## config.mk

```make
export PLATFORM = sky130hd
export DESIGN_NAME = clk_gate_ctrl_flat
export DESIGN_NICKNAME = d
export VERILOG_FILES = /design/src/rtl/clk_gate_if.sv /design/src/rtl/clk_gate_ctrl.sv /design/src/flat_wrapper.sv
export SDC_FILE = /design/constraint.sdc
export NUM_CORES = 1
export LEC_CHECK = 0
export CAP_MARGIN = 20
export CORE_MARGIN = 8
export CORE_UTILIZATION = 60
export CTS_BUF_LIST = sky130_fd_sc_hd__clkbuf_16
export DETAILED_ROUTE_END_ITERATION = 10
export PLACE_DENSITY = 0.78
export RECOVER_POWER = 100
export SLEW_MARGIN = 20
export SYNTH_ARGS = -nofsm -noshare
export SYNTH_HDL_FRONTEND = slang
export SYNTH_SLANG_ARGS = --single-unit
```

## constraint.sdc

```tcl
create_clock -name clk_in -period 5.5 [get_ports clk_in]
set_clock_uncertainty 0.2 [all_clocks]
set_input_delay 0.55 -clock clk_in [delete_from_list [all_inputs] [get_ports clk_in]]
set_output_delay 0.55 -clock clk_in [all_outputs]
set_load 0.05 [all_outputs]
```

## src/rtl/clk_gate_if.sv

```systemverilog
// Handshake bundle between the gated block / wake requesters and the clock-gate enable controller.
// The master drives activity and requests; the slave (controller) drives the gate enable and status.
interface clk_gate_if;
  logic busy;
  logic wake_req;
  logic clk_disable;
  logic clk_en;
  logic wake_ack;
  logic gate_off;

  modport master (
    output busy,
    output wake_req,
    output clk_disable,
    input  clk_en,
    input  wake_ack,
    input  gate_off
  );

  modport slave (
    input  busy,
    input  wake_req,
    input  clk_disable,
    output clk_en,
    output wake_ack,
    output gate_off
  );
endinterface

```

## src/rtl/clk_gate_ctrl.sv

```systemverilog
// Enable controller for a glitch-less clock gate cell: gates off after an idle period,
// restores the clock on demand, and acknowledges wake requests once the clock has settled.
module clk_gate_ctrl #(
  parameter int unsigned IDLE_CYCLES = 16,
  parameter int unsigned WAKE_CYCLES = 2,
  parameter int unsigned CNT_W       = 8
) (
  input  logic        clk_in,
  input  logic        rst_in,
  clk_gate_if.slave   bus
);

  typedef enum logic [1:0] {
    ST_RUN  = 2'd0,
    ST_OFF  = 2'd1,
    ST_WAKE = 2'd2
  } state_t;

  localparam logic [CNT_W-1:0] IDLE_LAST = CNT_W'(IDLE_CYCLES - 1);
  localparam logic [CNT_W-1:0] WAKE_LAST = CNT_W'(WAKE_CYCLES - 1);
  localparam logic [CNT_W-1:0] CNT_ONE   = CNT_W'(1);

  state_t           state, state_nxt;
  logic [CNT_W-1:0] idle_cnt, idle_cnt_nxt;
  logic [CNT_W-1:0] wake_cnt, wake_cnt_nxt;
  logic             ack_done, ack_done_nxt;
  logic             wake_ack_q, wake_ack_nxt;
  logic             clk_en_q, clk_en_nxt;
  logic             gate_off_q, gate_off_nxt;
  logic             idle_c;

  assign idle_c = !bus.busy && !bus.wake_req;

  // State and registered outputs; reset leaves the clock running.
  always_ff @(posedge clk_in or posedge rst_in) begin
    if (rst_in) begin
      state      <= ST_RUN;
      idle_cnt   <= '0;
      wake_cnt   <= '0;
      ack_done   <= 1'b0;
      wake_ack_q <= 1'b0;
      clk_en_q   <= 1'b1;
      gate_off_q <= 1'b0;
    end else begin
      state      <= state_nxt;
      idle_cnt   <= idle_cnt_nxt;
      wake_cnt   <= wake_cnt_nxt;
      ack_done   <= ack_done_nxt;
      wake_ack_q <= wake_ack_nxt;
      clk_en_q   <= clk_en_nxt;
      gate_off_q <= gate_off_nxt;
    end
  end

  // Next-state and next-output logic; clk_disable overrides every other transition.
  always_comb begin
    state_nxt    = state;
    idle_cnt_nxt = idle_cnt;
    wake_cnt_nxt = wake_cnt;
    ack_done_nxt = ack_done;
    wake_ack_nxt = 1'b0;

    if (bus.clk_disable) begin
      state_nxt    = ST_OFF;
      idle_cnt_nxt = '0;
      wake_cnt_nxt = '0;
    end else begin
      unique case (state)
        ST_RUN: begin
          if (idle_c) begin
            if (idle_cnt == IDLE_LAST) begin
              state_nxt    = ST_OFF;
              idle_cnt_nxt = '0;
            end else begin
              idle_cnt_nxt = idle_cnt + CNT_ONE;
            end
          end else begin
            idle_cnt_nxt = '0;
          end
          // One ack per request: a held request must drop before it can be acked again.
          if (bus.wake_req && !ack_done) begin
            wake_ack_nxt = 1'b1;
            ack_done_nxt = 1'b1;
          end else if (!bus.wake_req) begin
            ack_done_nxt = 1'b0;
          end
        end
        ST_OFF: begin
          if (bus.busy || bus.wake_req) begin
            state_nxt    = ST_WAKE;
            wake_cnt_nxt = '0;
          end
        end
        ST_WAKE: begin
          if (wake_cnt == WAKE_LAST) begin
            state_nxt    = ST_RUN;
            wake_cnt_nxt = '0;
            idle_cnt_nxt = '0;
            wake_ack_nxt = bus.wake_req;
            ack_done_nxt = bus.wake_req;
          end else begin
            wake_cnt_nxt = wake_cnt + CNT_ONE;
          end
        end
        default: begin
          state_nxt    = ST_RUN;
          idle_cnt_nxt = '0;
          wake_cnt_nxt = '0;
        end
      endcase
    end

    clk_en_nxt   = (state_nxt != ST_OFF);
    gate_off_nxt = (state_nxt == ST_OFF);
  end

  assign bus.clk_en   = clk_en_q;
  assign bus.wake_ack = wake_ack_q;
  assign bus.gate_off = gate_off_q;

endmodule

```

## src/flat_wrapper.sv

```systemverilog
// flat-port wrapper written by rule: the top's interface ports become plain ports
module clk_gate_ctrl_flat 
#(
  parameter int unsigned IDLE_CYCLES = 16,
  parameter int unsigned WAKE_CYCLES = 2,
  parameter int unsigned CNT_W       = 8
)
  (clk_in, rst_in, bus_busy, bus_wake_req, bus_clk_disable, bus_clk_en, bus_wake_ack, bus_gate_off);
  clk_gate_if bus_i ();
  input  logic clk_in;
  input  logic rst_in;
  input wire logic [$bits(bus_i.busy)-1:0] bus_busy;
  input wire logic [$bits(bus_i.wake_req)-1:0] bus_wake_req;
  input wire logic [$bits(bus_i.clk_disable)-1:0] bus_clk_disable;
  output wire logic [$bits(bus_i.clk_en)-1:0] bus_clk_en;
  output wire logic [$bits(bus_i.wake_ack)-1:0] bus_wake_ack;
  output wire logic [$bits(bus_i.gate_off)-1:0] bus_gate_off;
  assign bus_i.busy = bus_busy;
  assign bus_i.wake_req = bus_wake_req;
  assign bus_i.clk_disable = bus_clk_disable;
  assign bus_clk_en = bus_i.clk_en;
  assign bus_wake_ack = bus_i.wake_ack;
  assign bus_gate_off = bus_i.gate_off;
  clk_gate_ctrl #(.IDLE_CYCLES(IDLE_CYCLES), .WAKE_CYCLES(WAKE_CYCLES), .CNT_W(CNT_W)) u_core (.clk_in(clk_in), .rst_in(rst_in), .bus(bus_i));
endmodule
```

After elaboration in Yosys (flattened, before gate mapping)
Cells that the tools add are included.

Add/subtract/negate cells: 2. Eq/ne operators: 12. Muxes and demuxes: 23. Bitwise operators: 1. Reductions and logical operators: 11.

Operators with widths (count): $mux 8 (7); $pmux 8 s3 (2); $add 8x1->8 const B (2); $mux 2 (5); $ne 3x2->1 const B (3); $eq 8x1->1 const B (1); $eq 8x4->1 const B (1); $mux 1 (6); $pmux 2 s3 (1); $eq 2x1->1 const B (2); $ne 2x1->1 const B (2); $ne 2x2->1 const B (2); $pmux 1 s2 (2); $reduce_and 2->1 (2); $reduce_and 4->1 (1); $logic_not 1->1 (3); $eq 2x2->1 const B (1); $logic_and 1x1->1 (2); $logic_not 2->1 (1); $reduce_bool 2->1 (1); $logic_or 1x1->1 (1); $not 1->1 (1).

Register bits: 22. Output and inout bits: 3. Logic and storage cells: 56.

Longest topological paths before layout
Depth after elaboration: 6. Depth in mapped cells: 7. Gate-level depth less buffers: 6.

Worst setup path before layout
Ideal clock, no wire load.

Kind: in2reg. Start: input port bus_busy. End: register u_core.idle_cnt[7]. Data arrival time: 1849 ps. Required time: 5223 ps. Slack: 3374 ps. Stages on the path: 5. Cells stage by stage: or2_1 buf_6 or4_4 or4_1 o21ai_1.

Cells in the longest elaborated chain, start to end: 5.

Ends and longest elaborated chain: start: declaration (RTL line flat_wrapper.sv:12) `input wire logic [$bits(bus_i.busy)-1:0] bus_busy;`; $logic_not 1->1 (RTL line clk_gate_ctrl.sv:32) `assign idle_c = !bus.busy && !bus.wake_req;`; $logic_and 1x1->1 (RTL line clk_gate_ctrl.sv:32); $mux 8 (RTL line clk_gate_ctrl.sv:70) `if (idle_c) begin`; $pmux 8 s3 (RTL line clk_gate_ctrl.sv:68) `unique case (state)`; $mux 8 (RTL line clk_gate_ctrl.sv:63) `if (bus.clk_disable) begin`; end signal: assignment (RTL line clk_gate_ctrl.sv:46) `idle_cnt <= idle_cnt_nxt;`; end: declaration (RTL line clk_gate_ctrl.sv:24) `logic [CNT_W-1:0] idle_cnt, idle_cnt_nxt;`.

No other way between the ends. A chain may end at the register's enable or synchronous reset.

Final worst setup path
Start: input port bus_clk_disable. End: register u_core.wake_cnt[7].

Cells in the longest elaborated chain, start to end: 2.

Ends and longest elaborated chain: start: declaration (RTL line flat_wrapper.sv:14) `input wire logic [$bits(bus_i.clk_disable)-1:0] bus_clk_disable;`; $ne 3x2->1 (no line) / $ne 2x2->1 (equally long branches); $reduce_and 2->1 (no line); end signal: assignment (RTL line clk_gate_ctrl.sv:47) `wake_cnt <= wake_cnt_nxt;`; end: declaration (RTL line clk_gate_ctrl.sv:25) `logic [CNT_W-1:0] wake_cnt, wake_cnt_nxt;`.

Several ways; a longest one is shown, not always the timed one.

==> results.cfg <==
[run_status]
outcome = completed

[detailed_routing]
route.final.wire_length_um = 2210
initialDrtViolationCount = 17
first_pass_drt_iterations = 4
detailroute.via_count = 915
routed_wire_length_per_instance_um = 14.4
detail_routed_via_count_per_cell = 5.98
detail_route.drc_violations = 0
ant_nets = 0

[grt]
gr-total-overflow = 0
number_of_antenna_violations_at_the_first_check_in_global_routing = 0
wire_length_of_the_first_global_routing_pass_um = 3800
first_global_vias = 891
maximum_number_of_pins_on_one_net_before_global_route_repair = 23
globalRouteTotalUtil_pct = 13.4

[die]
fp.dieArea_mm2 = 0.00367
floorplan.io_pins = 8
floorplan.rows = 16
initial_utilization_pct = 62.1
die_height_um = 60.6
die-width_um = 60.6
core_mm2 = 0.00192

[finish]
post_synthesis_to_final_layout_area_growth_pct = 11.7
footprint_of_the_multi_input_gates_um2 = 584
final-seq-area_um2 = 552
layout.core_utilization_pct = 69.4
nFillCells = 161
insertedDiodeCount = 0
drive_above_1_share_pct = 7.14
final_cell_mix = 21 x sky130_fd_sc_hd__dfrtp_1, 9 x sky130_fd_sc_hd__nand2_1, 8 x sky130_fd_sc_hd__o21ai_0
mostFrequentLayoutCell = sky130_fd_sc_hd__dfrtp_1
finish.net_count = 135

[power]
p_leak_nw = 0.583
power.density_mw_per_mm2 = 269
share_seq_of_total_power_pct = 48.0
power.internal_mw = 0.277
report.power.total_mw = 0.358
maximum_vdd_drop_uv = 193
p_clk_share_pct = 42.7
power.share.switching_pct = 22.8
p_switching_mw = 0.0816
power_frac_comb_pct = 9.4

[clock_network]
tritoncts_num_sinks = 22
clockRootBuffer = sky130_fd_sc_hd__clkbuf_16
ctsLongestPathBuffers = 2
cts_tree = yes
worst_skew_late_latency_ns = 0.25
cts.htree.levels = 1
post_cts_hold_buffers = 0
post-cts-setup-buffer-count = 0
clk_pin_slew_ns = 0.06
cts_resized = 0
numCtsBuffers = 3

[logic_synthesis]
post_synthesis_instance_total = 120
ys_warn_count = 0
synth_area_mm2 = 0.00119
synth_nets = 128
postSynthRegisterBits = 22
synth-seq-area-share_pct = 46.2
synth_cell_type_count = 43
syn_area_per_cell_um2 = 9.95

[critical_path]
worstSetupStartpoint = bus_clk_disable
endpoint_kind = register
worst_ep_required_time_ns = 5.46
timing.reg2reg.setup_slack_ns = 2.98
startpoint_of_the_worst_slack_reg_to_reg_timing_path = u_core.wake_cnt[1]
critPathKind = in -> reg
cp-start-kind = primary input
worstPathArrival_ns = 2.50
end_of_the_worst_register_to_register_path = u_core.wake_cnt[6]
reg2reg_depth = 6
path_max_fanout = 13

[min_path]
timing.hold.worst.start = u_core.ack_done
timing.hold.worst_endpoint = u_core.ack_done
hold_path_depth = 1
hold_path_class = reg -> reg

[place]
place.gp.congestion = 0.833
dpl.hpwl_um = 1640
io_buffer_count = 7

[flow_run]
max-cap-violations = 0

[timing]
rsz0062_at_grt = false
report.final.setup_viol = 0
max_clock_freq_mhz = 394
worst_slew_margin_rel_pct = 34.2
worst-slew-pin-transition_ns = 0.981
final_hold_viol_count = 0
timing_max_transition_violations_final = 0
final_period_minus_worst_setup_slack_ns = 2.54
totalNegativeSetupSlack_ns = 0
period_share_pct = 46.1
## layer usage
metal | GRT usage [%] | up-vias | wire (um)
li1 | - | 451 | -
met1 | 18.0 | 443 | 1090
met2 | 20.2 | 18 | 996
met3 | 4.24 | 3 | 105
met4 | 3.32 | 0 | 21
met5 | 0 | - | 0
## power groups by stage
stage	logic, mW	registers [mW]	clock network (mW)
final	0.0336	0.172	0.153
after global routing	0.0378	0.172	0.162
after CTS	0.0356	0.172	0.154
after detailed placement	0.0355	0.175	0
after global placement	0.0346	0.175	0
after floorplan	0.0245	0.177	0
## kinds of logic after synthesis
group | after synthesis | synth area share (%)
xor gates and xnor gates | 3 | 2.20
DFF | 22 | 46.2
and+or+nand+nor | 49 | 23.5
buffers and inverters | 9 | 4.09
AOI/OAI and AO/OA | 30 | 17.3
adders and majority gates | 3 | 3.14
muxes | 4 | 3.56
## state kept, by name, summed over array words and instances (netlist names)
register / flops
u_core.idle_cnt: 8
u_core.wake_cnt: 8
u_core.state: 2
u_core.ack_done: 1
u_core.bus.clk_en: 1
u_core.bus.gate_off: 1
u_core.bus.wake_ack: 1
## area by class of cell
type                            count  share of cell area [%]
Inverter                            4                    1.13
Clock buffer                        3                    5.63
Clock inverter                      1                   0.281
Multi-Input combinational cell     89                    43.8
Timing Repair Buffer                7                    5.25
Tap cell                           27                    2.53
Sequential cell                    22                    41.4
## stage by stage
stage / std cells / hold slack [ns] / worst slack, ns / instance area, um^2
floorplan: 120 / 0.264 / 3.37 / 1190
global placement: 149 / 0.283 / 2.98 / 1260
detailed placement: 149 / 0.303 / 2.91 / 1260
CTS: 153 / 0.316 / 3.16 / 1340
global route: 153 / 0.326 / 2.77 / 1330
finish: 153 / 0.307 / 2.96 / 1330
## how the worst max path moves through the flow
stage                         endpoint  slack (ns)  cells past startpoint
finish              u_core.wake_cnt[7]        2.96                      5
global route        u_core.wake_cnt[6]        2.77                      6
CTS                 u_core.wake_cnt[7]        3.16                      5
detailed placement  u_core.wake_cnt[7]        2.91                      5
global placement    u_core.wake_cnt[7]        2.98                      5
floorplan           u_core.idle_cnt[7]        3.37                      5
## critical path, stage by stage
cell and delay, ns:
sky130_fd_sc_hd__dlygate4sd3_1 0.66, sky130_fd_sc_hd__nor2_1 0.19, sky130_fd_sc_hd__o211ai_1 0.37, sky130_fd_sc_hd__or4_1 0.61, sky130_fd_sc_hd__o211ai_1 0.11
## synth_stat cells
| cell | n | area [um^2] |
|---|---|---|
| sky130_fd_sc_hd__nand3_1 | 6 | 30.0 |
| sky130_fd_sc_hd__and2_1 | 2 | 12.5 |
| sky130_fd_sc_hd__nor3_1 | 1 | 5.00 |
| sky130_fd_sc_hd__or3b_2 | 1 | 8.76 |
| sky130_fd_sc_hd__a31oi_1 | 2 | 12.5 |
| sky130_fd_sc_hd__or4_1 | 3 | 22.5 |
| sky130_fd_sc_hd__o21ai_1 | 4 | 20.0 |
| sky130_fd_sc_hd__and4_1 | 1 | 8.76 |
| sky130_fd_sc_hd__nand3b_1 | 1 | 7.51 |
| sky130_fd_sc_hd__nand4_1 | 1 | 6.26 |
| sky130_fd_sc_hd__mux2i_1 | 2 | 20.0 |
| sky130_fd_sc_hd__nor4_1 | 3 | 18.8 |
| sky130_fd_sc_hd__dfrtp_1 | 21 | 526 |
| sky130_fd_sc_hd__nor2_1 | 7 | 26.3 |
| sky130_fd_sc_hd__nor3b_1 | 2 | 15.0 |
| sky130_fd_sc_hd__nor4b_1 | 2 | 17.5 |
| sky130_fd_sc_hd__and3_1 | 3 | 18.8 |
| sky130_fd_sc_hd__nor2b_1 | 2 | 12.5 |
| sky130_fd_sc_hd__a211o_2 | 1 | 10.0 |
| sky130_fd_sc_hd__o211ai_1 | 2 | 15.0 |
| sky130_fd_sc_hd__or4_4 | 1 | 11.3 |
| sky130_fd_sc_hd__o21ai_0 | 4 | 20.0 |
| sky130_fd_sc_hd__o21a_1 | 2 | 15.0 |
| sky130_fd_sc_hd__inv_1 | 4 | 15.0 |
| sky130_fd_sc_hd__o22ai_1 | 1 | 6.26 |
| sky130_fd_sc_hd__xnor2_1 | 3 | 26.3 |
| sky130_fd_sc_hd__or2_1 | 2 | 12.5 |
| sky130_fd_sc_hd__a21oi_1 | 3 | 15.0 |
| sky130_fd_sc_hd__nand2_1 | 9 | 33.8 |
| sky130_fd_sc_hd__mux2_2 | 1 | 11.3 |
| sky130_fd_sc_hd__a21o_1 | 3 | 22.5 |
| sky130_fd_sc_hd__ha_1 | 3 | 37.5 |
| sky130_fd_sc_hd__or2_2 | 2 | 12.5 |
| sky130_fd_sc_hd__buf_2 | 3 | 15.0 |
| sky130_fd_sc_hd__buf_4 | 1 | 7.51 |
| sky130_fd_sc_hd__o22a_1 | 1 | 8.76 |
| sky130_fd_sc_hd__dfstp_2 | 1 | 26.3 |
| sky130_fd_sc_hd__a211oi_1 | 2 | 15.0 |
| sky130_fd_sc_hd__o211ai_2 | 1 | 12.5 |
| sky130_fd_sc_hd__a22o_1 | 3 | 26.3 |
| sky130_fd_sc_hd__buf_6 | 1 | 11.3 |
| sky130_fd_sc_hd__o21bai_1 | 1 | 7.51 |
| sky130_fd_sc_hd__mux2_1 | 1 | 11.3 |
No activity file was read; power rests on OpenSTA's default activity.
